### config.mk
export PLATFORM = sky130hd
export DESIGN_NAME = serializer
export DESIGN_NICKNAME = d
export VERILOG_FILES = /design/src/rtl/seq_pkg.sv /design/src/rtl/serializer_fifo.sv /design/src/rtl/serializer.sv
export SDC_FILE = /design/constraint.sdc
export NUM_CORES = 1
export LEC_CHECK = 0
export ABC_AREA = 1
export CAP_MARGIN = 5
export CORE_ASPECT_RATIO = 2
export CORE_MARGIN = 5
export CORE_UTILIZATION = 40
export CTS_CLUSTER_DIAMETER = 100
export DETAILED_ROUTE_END_ITERATION = 16
export GPL_TIMING_DRIVEN = 0
export HOLD_SLACK_MARGIN = 0.08
export PLACE_DENSITY = 0.62
export SLEW_MARGIN = 30
export SYNTH_ARGS = -nofsm -noshare
export SYNTH_HDL_FRONTEND = slang
export SYNTH_SLANG_ARGS = --single-unit
### constraint.sdc
create_clock -name clk -period 4 [get_ports clk]
set_input_delay 0.8 -clock clk [delete_from_list [all_inputs] [get_ports clk]]
set_output_delay 0.8 -clock clk [all_outputs]
set_load 0.01 [all_outputs]
### src/rtl/seq_pkg.sv
// Shared definitions for the serial link: default sizes and the serializer
// state encoding.
package seq_pkg;
   localparam int WIDTH_DEF = 8;
   localparam int DEPTH_DEF = 2;

   typedef enum logic {
      IDLE  = 1'b0,
      SHIFT = 1'b1
   } state_t;
endpackage

### src/rtl/serializer_fifo.sv
// Small circular word buffer in front of the serializer shift register.
// The caller guarantees push only when not full and pop only when not empty.
module ser_fifo #(
   parameter int WIDTH = 8,
   parameter int DEPTH = 2
) (
   input  logic                           clk,
   input  logic                           rst,
   input  logic                           push,
   input  logic                           pop,
   input  logic [WIDTH-1:0]               din,
   output logic [WIDTH-1:0]               dout,
   output logic [$clog2(DEPTH+1)-1:0]     count
);
   localparam int PW = (DEPTH > 1) ? $clog2(DEPTH) : 1;
   localparam int CW = $clog2(DEPTH+1);

   logic [WIDTH-1:0] r_mem [DEPTH];
   logic [PW-1:0]    r_wptr;
   logic [PW-1:0]    r_rptr;
   logic [CW-1:0]    r_count;

   function automatic logic [PW-1:0] ptr_inc(input logic [PW-1:0] p);
      return (p == PW'(DEPTH-1)) ? '0 : p + 1'b1;
   endfunction

   always_ff @(posedge clk or negedge rst) begin
      if (!rst) begin
         for (int i = 0; i < DEPTH; i++) r_mem[i] <= '0;
         r_wptr  <= '0;
         r_rptr  <= '0;
         r_count <= '0;
      end else begin
         if (push) begin
            r_mem[r_wptr] <= din;
            r_wptr        <= ptr_inc(r_wptr);
         end
         if (pop) r_rptr <= ptr_inc(r_rptr);
         case ({push, pop})
            2'b10:   r_count <= r_count + 1'b1;
            2'b01:   r_count <= r_count - 1'b1;
            default: r_count <= r_count;
         endcase
      end
   end

   assign dout  = r_mem[r_rptr];
   assign count = r_count;
endmodule

### src/rtl/serializer.sv
// Parallel-to-serial converter: buffered words are shifted out MSB first,
// back-to-back with no idle cycle between buffered words.
module serializer
   import seq_pkg::*;
#(
   parameter int WIDTH = WIDTH_DEF,
   parameter int DEPTH = DEPTH_DEF
) (
   input  logic             clk,
   input  logic             rst,
   input  logic [WIDTH-1:0] data_in,
   input  logic             load,
   output logic             ready,
   output logic             serialout,
   output logic             detect,
   output logic             busy
);
   localparam int CW = $clog2(DEPTH+1);
   localparam int BW = $clog2(WIDTH);

   state_t           r_state;
   state_t           w_next;
   logic [WIDTH-1:0] r_shift;
   logic [BW-1:0]    r_bitcnt;
   logic [WIDTH-1:0] w_dout;
   logic [CW-1:0]    w_count;
   logic             w_push;
   logic             w_pop;
   logic             w_nempty;
   logic             w_last;

   assign w_nempty = (w_count != '0);
   assign w_last   = (r_bitcnt == BW'(WIDTH-1));

   ser_fifo #(.WIDTH(WIDTH), .DEPTH(DEPTH)) u_fifo (
      .clk   (clk),
      .rst   (rst),
      .push  (w_push),
      .pop   (w_pop),
      .din   (data_in),
      .dout  (w_dout),
      .count (w_count)
   );

   always_ff @(posedge clk or negedge rst) begin
      if (!rst) r_state <= IDLE;
      else      r_state <= w_next;
   end

   always_comb begin
      w_next = r_state;
      case (r_state)
         IDLE:    if (w_nempty) w_next = SHIFT;
         SHIFT:   if (w_last && !w_nempty) w_next = IDLE;
         default: w_next = IDLE;
      endcase
   end

   // ready comes from the registered count only, so a same-edge pop never frees a slot
   always_comb begin
      ready  = (w_count < CW'(DEPTH));
      w_push = load && ready;
      w_pop  = w_nempty && ((r_state == IDLE) || w_last);
   end

   // After the final shift the register is all zeros, so serialout idles low
   always_ff @(posedge clk or negedge rst) begin
      if (!rst) begin
         r_shift  <= '0;
         r_bitcnt <= '0;
      end else if (w_pop) begin
         r_shift  <= w_dout;
         r_bitcnt <= '0;
      end else if (r_state == SHIFT) begin
         r_shift  <= r_shift << 1;
         r_bitcnt <= w_last ? '0 : r_bitcnt + 1'b1;
      end
   end

   assign serialout = r_shift[WIDTH-1];
   assign detect    = (r_state == SHIFT);
   assign busy      = (r_state == SHIFT) || w_nempty;
endmodule

# Word-level counts from Yosys, hierarchy flattened
# Cells that the tools add are included.
[op_classes] bitwise=3 n_mux=17 magnitude_cmp=4 add_sub_neg=5 reduce_logical=10 eq_ne=3
[op_table] op="8-bit two-way mux" n=6
[op_table] op="16-bit bitwise mux" n=1
[op_table] op="3-bit two-way mux" n=3
[op_table] op="8-bit demux with 1-bit select" n=1
[op_table] op="2-bit nonzero test" n=3
[op_table] op="2-bit >= comparator, second input constant" n=2
[op_table] op="1-bit logical AND" n=4
[op_table] op="1-bit two-way mux" n=4
[op_table] op="1-bit inverter with 2-bit output" n=2
[op_table] op="2-bit one-hot mux with 2 select lines" n=1
[op_table] op="3-bit by 1-bit adder with 3-bit output, second input constant" n=1
[op_table] op="3-bit equality test, second input constant" n=1
[op_table] op="1-bit adder, second input constant" n=2
[op_table] op="2-bit by 1-bit adder with 2-bit output, second input constant" n=1
[op_table] op="2-bit by 1-bit equality test with 1-bit output, second input constant" n=1
[op_table] op="2-bit equality test, second input constant" n=1
[op_table] op="1-bit logical OR" n=2
[op_table] op="2-bit by 1-bit < comparator with 1-bit output, second input constant" n=1
[op_table] op="2-bit < comparator, second input constant" n=1
[op_table] op="1-bit one-hot mux with 2 select lines" n=1
[op_table] op="2-bit by 1-bit subtractor with 2-bit output, second input constant" n=1
[op_table] op="1-bit zero test" n=1
[op_table] op="1-bit inverter" n=1
[totals] in_bits=11 ff_bits=32 wordCells=50

# Longest topological paths before layout
[depth] ltp_word=6 ltp_mapped=8 ltp_nobuf=8

# Modules after synthesis
# Synthesis repeated with hierarchy kept, for this count alone.
[unflattened] cells_unflattened=189 hier_area_um2=1631.6
[by_module_without_submodules] mod="ser_fifo" n_inst=1 seq_area_each_um2=500.5 area_per_inst_um2=939.7 cells_each=107
[by_module_without_submodules] mod="serializer" n_inst=1 seq_area_each_um2=300.3 area_per_inst_um2=691.9 cells_each=82

# Least setup slack after synthesis
# Ideal clock, no wire load.
[synth_path] kind="reg2reg" startpoint="register r_bitcnt[0]" endpoint="register u_fifo.r_count[1] (netlist: u_fifo.count[1])" required_time_ns=3.876 stages_incl_launch_ff=9 arrival_time_ns=1.596 synth_period_minus_slack_ns=1.719 setup_slack_ns=2.281 cell_sequence="dfrtp_1 > ha_1 > ha_1 > nor2_1 > nor2_2 > ha_1 > a21oi_1 > nand2_1 > xor2_1"
[synth_via] elab_chain_cells=5 elab_cells_between_ends=7 classes_between="eq/ne: 3; mux: 1; reduce/logical: 3"
[synth_lines] item="from (decl)" line_no="serializer.sv:24" source="logic [BW-1:0] r_bitcnt;"
[synth_lines] item="from (signal assigned)" line_no="serializer.sv:76" source="r_bitcnt <= w_last ? '0 : r_bitcnt + 1'b1;"
[synth_lines] item="3-bit equality test (*)" line_no="serializer.sv:33" source="assign w_last = (r_bitcnt == BW'(WIDTH-1));"
[synth_lines] item="1-bit logical OR (*)" line_no="serializer.sv:63" source="w_pop = w_nempty && ((r_state == IDLE) || w_last);"
[synth_lines] item="1-bit logical AND (*)" line_no="serializer.sv:63"
[synth_lines] item="2-bit by 1-bit equality test with 1-bit output / 2-bit equality test (equally long branches)" line_no="serializer_fifo.sv:39" source="case ({push, pop})"
[synth_lines] item="2-bit one-hot mux with 2 select lines / 2-bit nonzero test (equally long branches)"
[synth_lines] item="to (signal assigned)" line_no="serializer_fifo.sv:40" source="2'b10: r_count <= r_count + 1'b1;"
[synth_lines] item="to (signal assigned)" line_no="serializer_fifo.sv:41" source="2'b01: r_count <= r_count - 1'b1;"
[synth_lines] item="to (signal assigned)" line_no="serializer_fifo.sv:42" source="default: r_count <= r_count;"
[synth_lines] item="to (decl)" line_no="serializer_fifo.sv:21" source="logic [CW-1:0] r_count;"
# Every way passes the cells marked *; elsewhere a longest branch is shown, timed or not.
# A chain may end at the register's enable or synchronous reset.

# Worst setup path in the final report
[layout_path] startpoint="register u_fifo.r_count[1] (netlist: u_fifo.count[1])" endpoint="output busy"
[layout_via] elab_chain_cells=2
[layout_lines] item="2-bit nonzero test" line_no="serializer.sv:32" source="assign w_nempty = (w_count != '0);"
[layout_lines] item="1-bit logical OR" line_no="serializer.sv:82" source="assign busy = (r_state == SHIFT) || w_nempty;"
[layout_lines] item="to (decl)" line_no="serializer.sv:16" source="output logic busy"
# No other way between the ends.

==> reports/qor.yml <==
p_total_w: 0.00133
post_cts_buffers: 0
areaGrowthSynthToFinish_pct: 20.4
synth_area_leaders: "dfrtp_1, nand2_1, inv_1, o21ai_2, o21ai_0"
drive_gt1_share_pct: 11.9
cts_buffers: 5
gr-total-overflow: 0
status: "completed"
met3_usage_pct: 2.75
final_nets: 231
crit_path_max_fanout: 9
hold_viol_final: 0
ys_async_sr_fraction_pct: 100
synthCells: 195
drtAntennaViolNets: 0
initial_utilization_pct: 40.7
cts_buffer_depth: 2
dr.pass1.iters: 3
ff2ff_setup_slack_ns: 2.09
grt_use_total_pct: 13.3
drv_slew: 0
arrival_ns: 1.68
drcViolationCount: 0
antenna_found_initial: 0
pre_cts_ws_ns: 1.80
yosysSeqAreaShare_pct: 51.7
ys_warn_count: 0
place.detailed.hpwl_mm: 2.21
fin_crit_sh_pct: 62.0
cts.sinks: 32
die_height_um: 98.0
min_period_ns: 2.48
fp.dieW_um: 54
synth.distinct_cells: 20
maxCapViolCount: 0
grt_pass1_vias: 1196
rr_startpoint: "r_bitcnt[0]"
rows: 32
grt_pass1_wl_mm: 5.13
ir_worst_vdd_uv: 310
cts-hold-fix-buffers: 0
start_kind: "flop"
routedWlPerCell_um: 10.6
grt_max_degree: 18
ys_ff_latch: 32
io_buffers: 14
die_area_sq_um: 5290
final_cells: 269
clk_pin_slew_ns: 0.06
worst_r2r_endpoint: "u_fifo.count[1]"
placed_cells: 261
hp-class: "in -> async"
synth_top_area_share_pct: 51.7
ios: 15
rr_worst_depth: 8
synth_fp_nets: 209
critPathKind: "reg -> out"
p_per_area_nw_per_um2: 714
ctsResizeCount: 0
cts_tree: "done"
yosysMostFrequentCell: "nand2_1"
fin_ws_ns: 1.52
avgSynthCellArea_sq_um: 7.94
n_antenna_cell: 0
use_met2_pct: 22.8
routed_wirelength_mm: 2.84
setup_viol: 0
rsz0062_at_grt: "no"
slew_headroom_pct: 71.7
setup-tns-final_ns: 0
use_met1_pct: 13.7
gp_congestion: 0.753
worst_ep_required_time_ns: 3.20
yosys.area.top_type: "dfrtp_1"
vias: 1189
max_freq_mhz: 403
tightestPinTransition_ns: 0.425
ys.flop_type: "dfrtp_1"
endpoint_kind: "primary output"
synthTopCellsByCount: "nand2_1, dfrtp_1, inv_1, o21ai_0"
top_usage_layer: "met2"
syn_area_sq_um: 1550
synth_edf_count: 0
cts-root-buf: "clkbuf_8"
viasPerCell: 4.42
clock_latency_ns: 0.28
htreeDepth: 2
power_leakage_nw: 1.00
core_area_sq_um: 3800
drt_iter0_markers: 10
clock-skew-final_ns: 0.00329
==> cell usage in the layout, fill, tap and decap left out <==
cell type	n
inv_2	2
clkbuf_1	3
dfrtp_1	32
clkbuf_8	6
buf_6	2
a21oi_1	1
nor2_1	3
ha_1	3
clkinv_1	1
o21ai_0	11
o21ai_2	8
inv_1	32
nor2_2	1
clkdlybuf4s50_1	13
nand3_1	8
or2_1	1
buf_16	1
buf_2	3
xnor2_1	1
or2_2	1
nand2_1	81
nand2_2	2
xor2_1	2
==> sequential cells by signal, summed over array words and instances, names as in the netlist <==
| register | count |
|---|---|
| u_fifo.r_mem | 16 |
| r_shift | 8 |
| r_bitcnt | 3 |
| u_fifo.count | 2 |
| detect | 1 |
| u_fifo.r_rptr | 1 |
| u_fifo.r_wptr | 1 |
==> logic make-up (layout without fill, tap and decap cells) <==
family	after synthesis	count (layout)	share of synthesized area (%)
AO/OA/AOI/OAI	20	20	8.40
buffers and inverters	40	63	10.8
XOR/XNOR	3	3	1.70
adder cells (fa/ha/maj)	3	3	2.42
AND/OR/NAND/NOR	97	97	25.0
flip-flops	32	32	51.7
==> critical path, cell delays in order, from the launching register on <==
cell,delay (ns)
dfrtp_1,0.40
inv_2,0.11
nand2_1,0.07
nor2_1,0.19
inv_2,0.13
clkdlybuf4s50_1,0.50
==> final cells by class <==
cell class                 count  area, sq um
buffer                         5         36.3
clock buffer                   8         90.1
fill                         402         1940
inverter                      35          131
multi-input combinational    123          581
sequential                    32          801
tap                           51         63.8
timing repair buffer          15          163
==> stage by stage <==
stage | cell area (sq um) | hold WS (ns) | util (%)
after CTS | 1870 | 0.453 | 49.0
final | 1870 | 0.448 | 49.0
after floorplan | 1550 | 0.446 | -
after detailed placement | 1780 | 0.467 | 46.7
after global routing | 1870 | 0.470 | 49.0
after global placement | 1750 | 0.458 | 46.1
==> worst max-delay path by stage <==
stage                          startpoint          endpoint  slack [ns]  cells past startpoint
after global routing      u_fifo.count[1]              busy        1.39                      5
after CTS                 u_fifo.count[1]              busy        1.48                      5
after detailed placement  u_fifo.count[1]              busy        1.80                      5
after floorplan               r_bitcnt[0]   u_fifo.count[1]        2.28                      8
after global placement                rst  u_fifo.r_mem[15]        1.46                      1
final                     u_fifo.count[1]              busy        1.52                      5
==> metal layers <==
metal | vias to the layer above | share of wire (%)
li1 | 630 | -
met1 | 537 | 38
met2 | 15 | 55
met3 | 7 | 2.7
met4 | 0 | 3.8
met5 | - | 0
==> power breakdown <==
group / switching, W / internal [W]
logic: 0.000303 / 0.000228
clock network: 0.000112 / 0.000140
registers: 0.0000786 / 0.000471
total: 0.000494 / 0.000838
No activity file was read; power rests on OpenSTA's default activity.
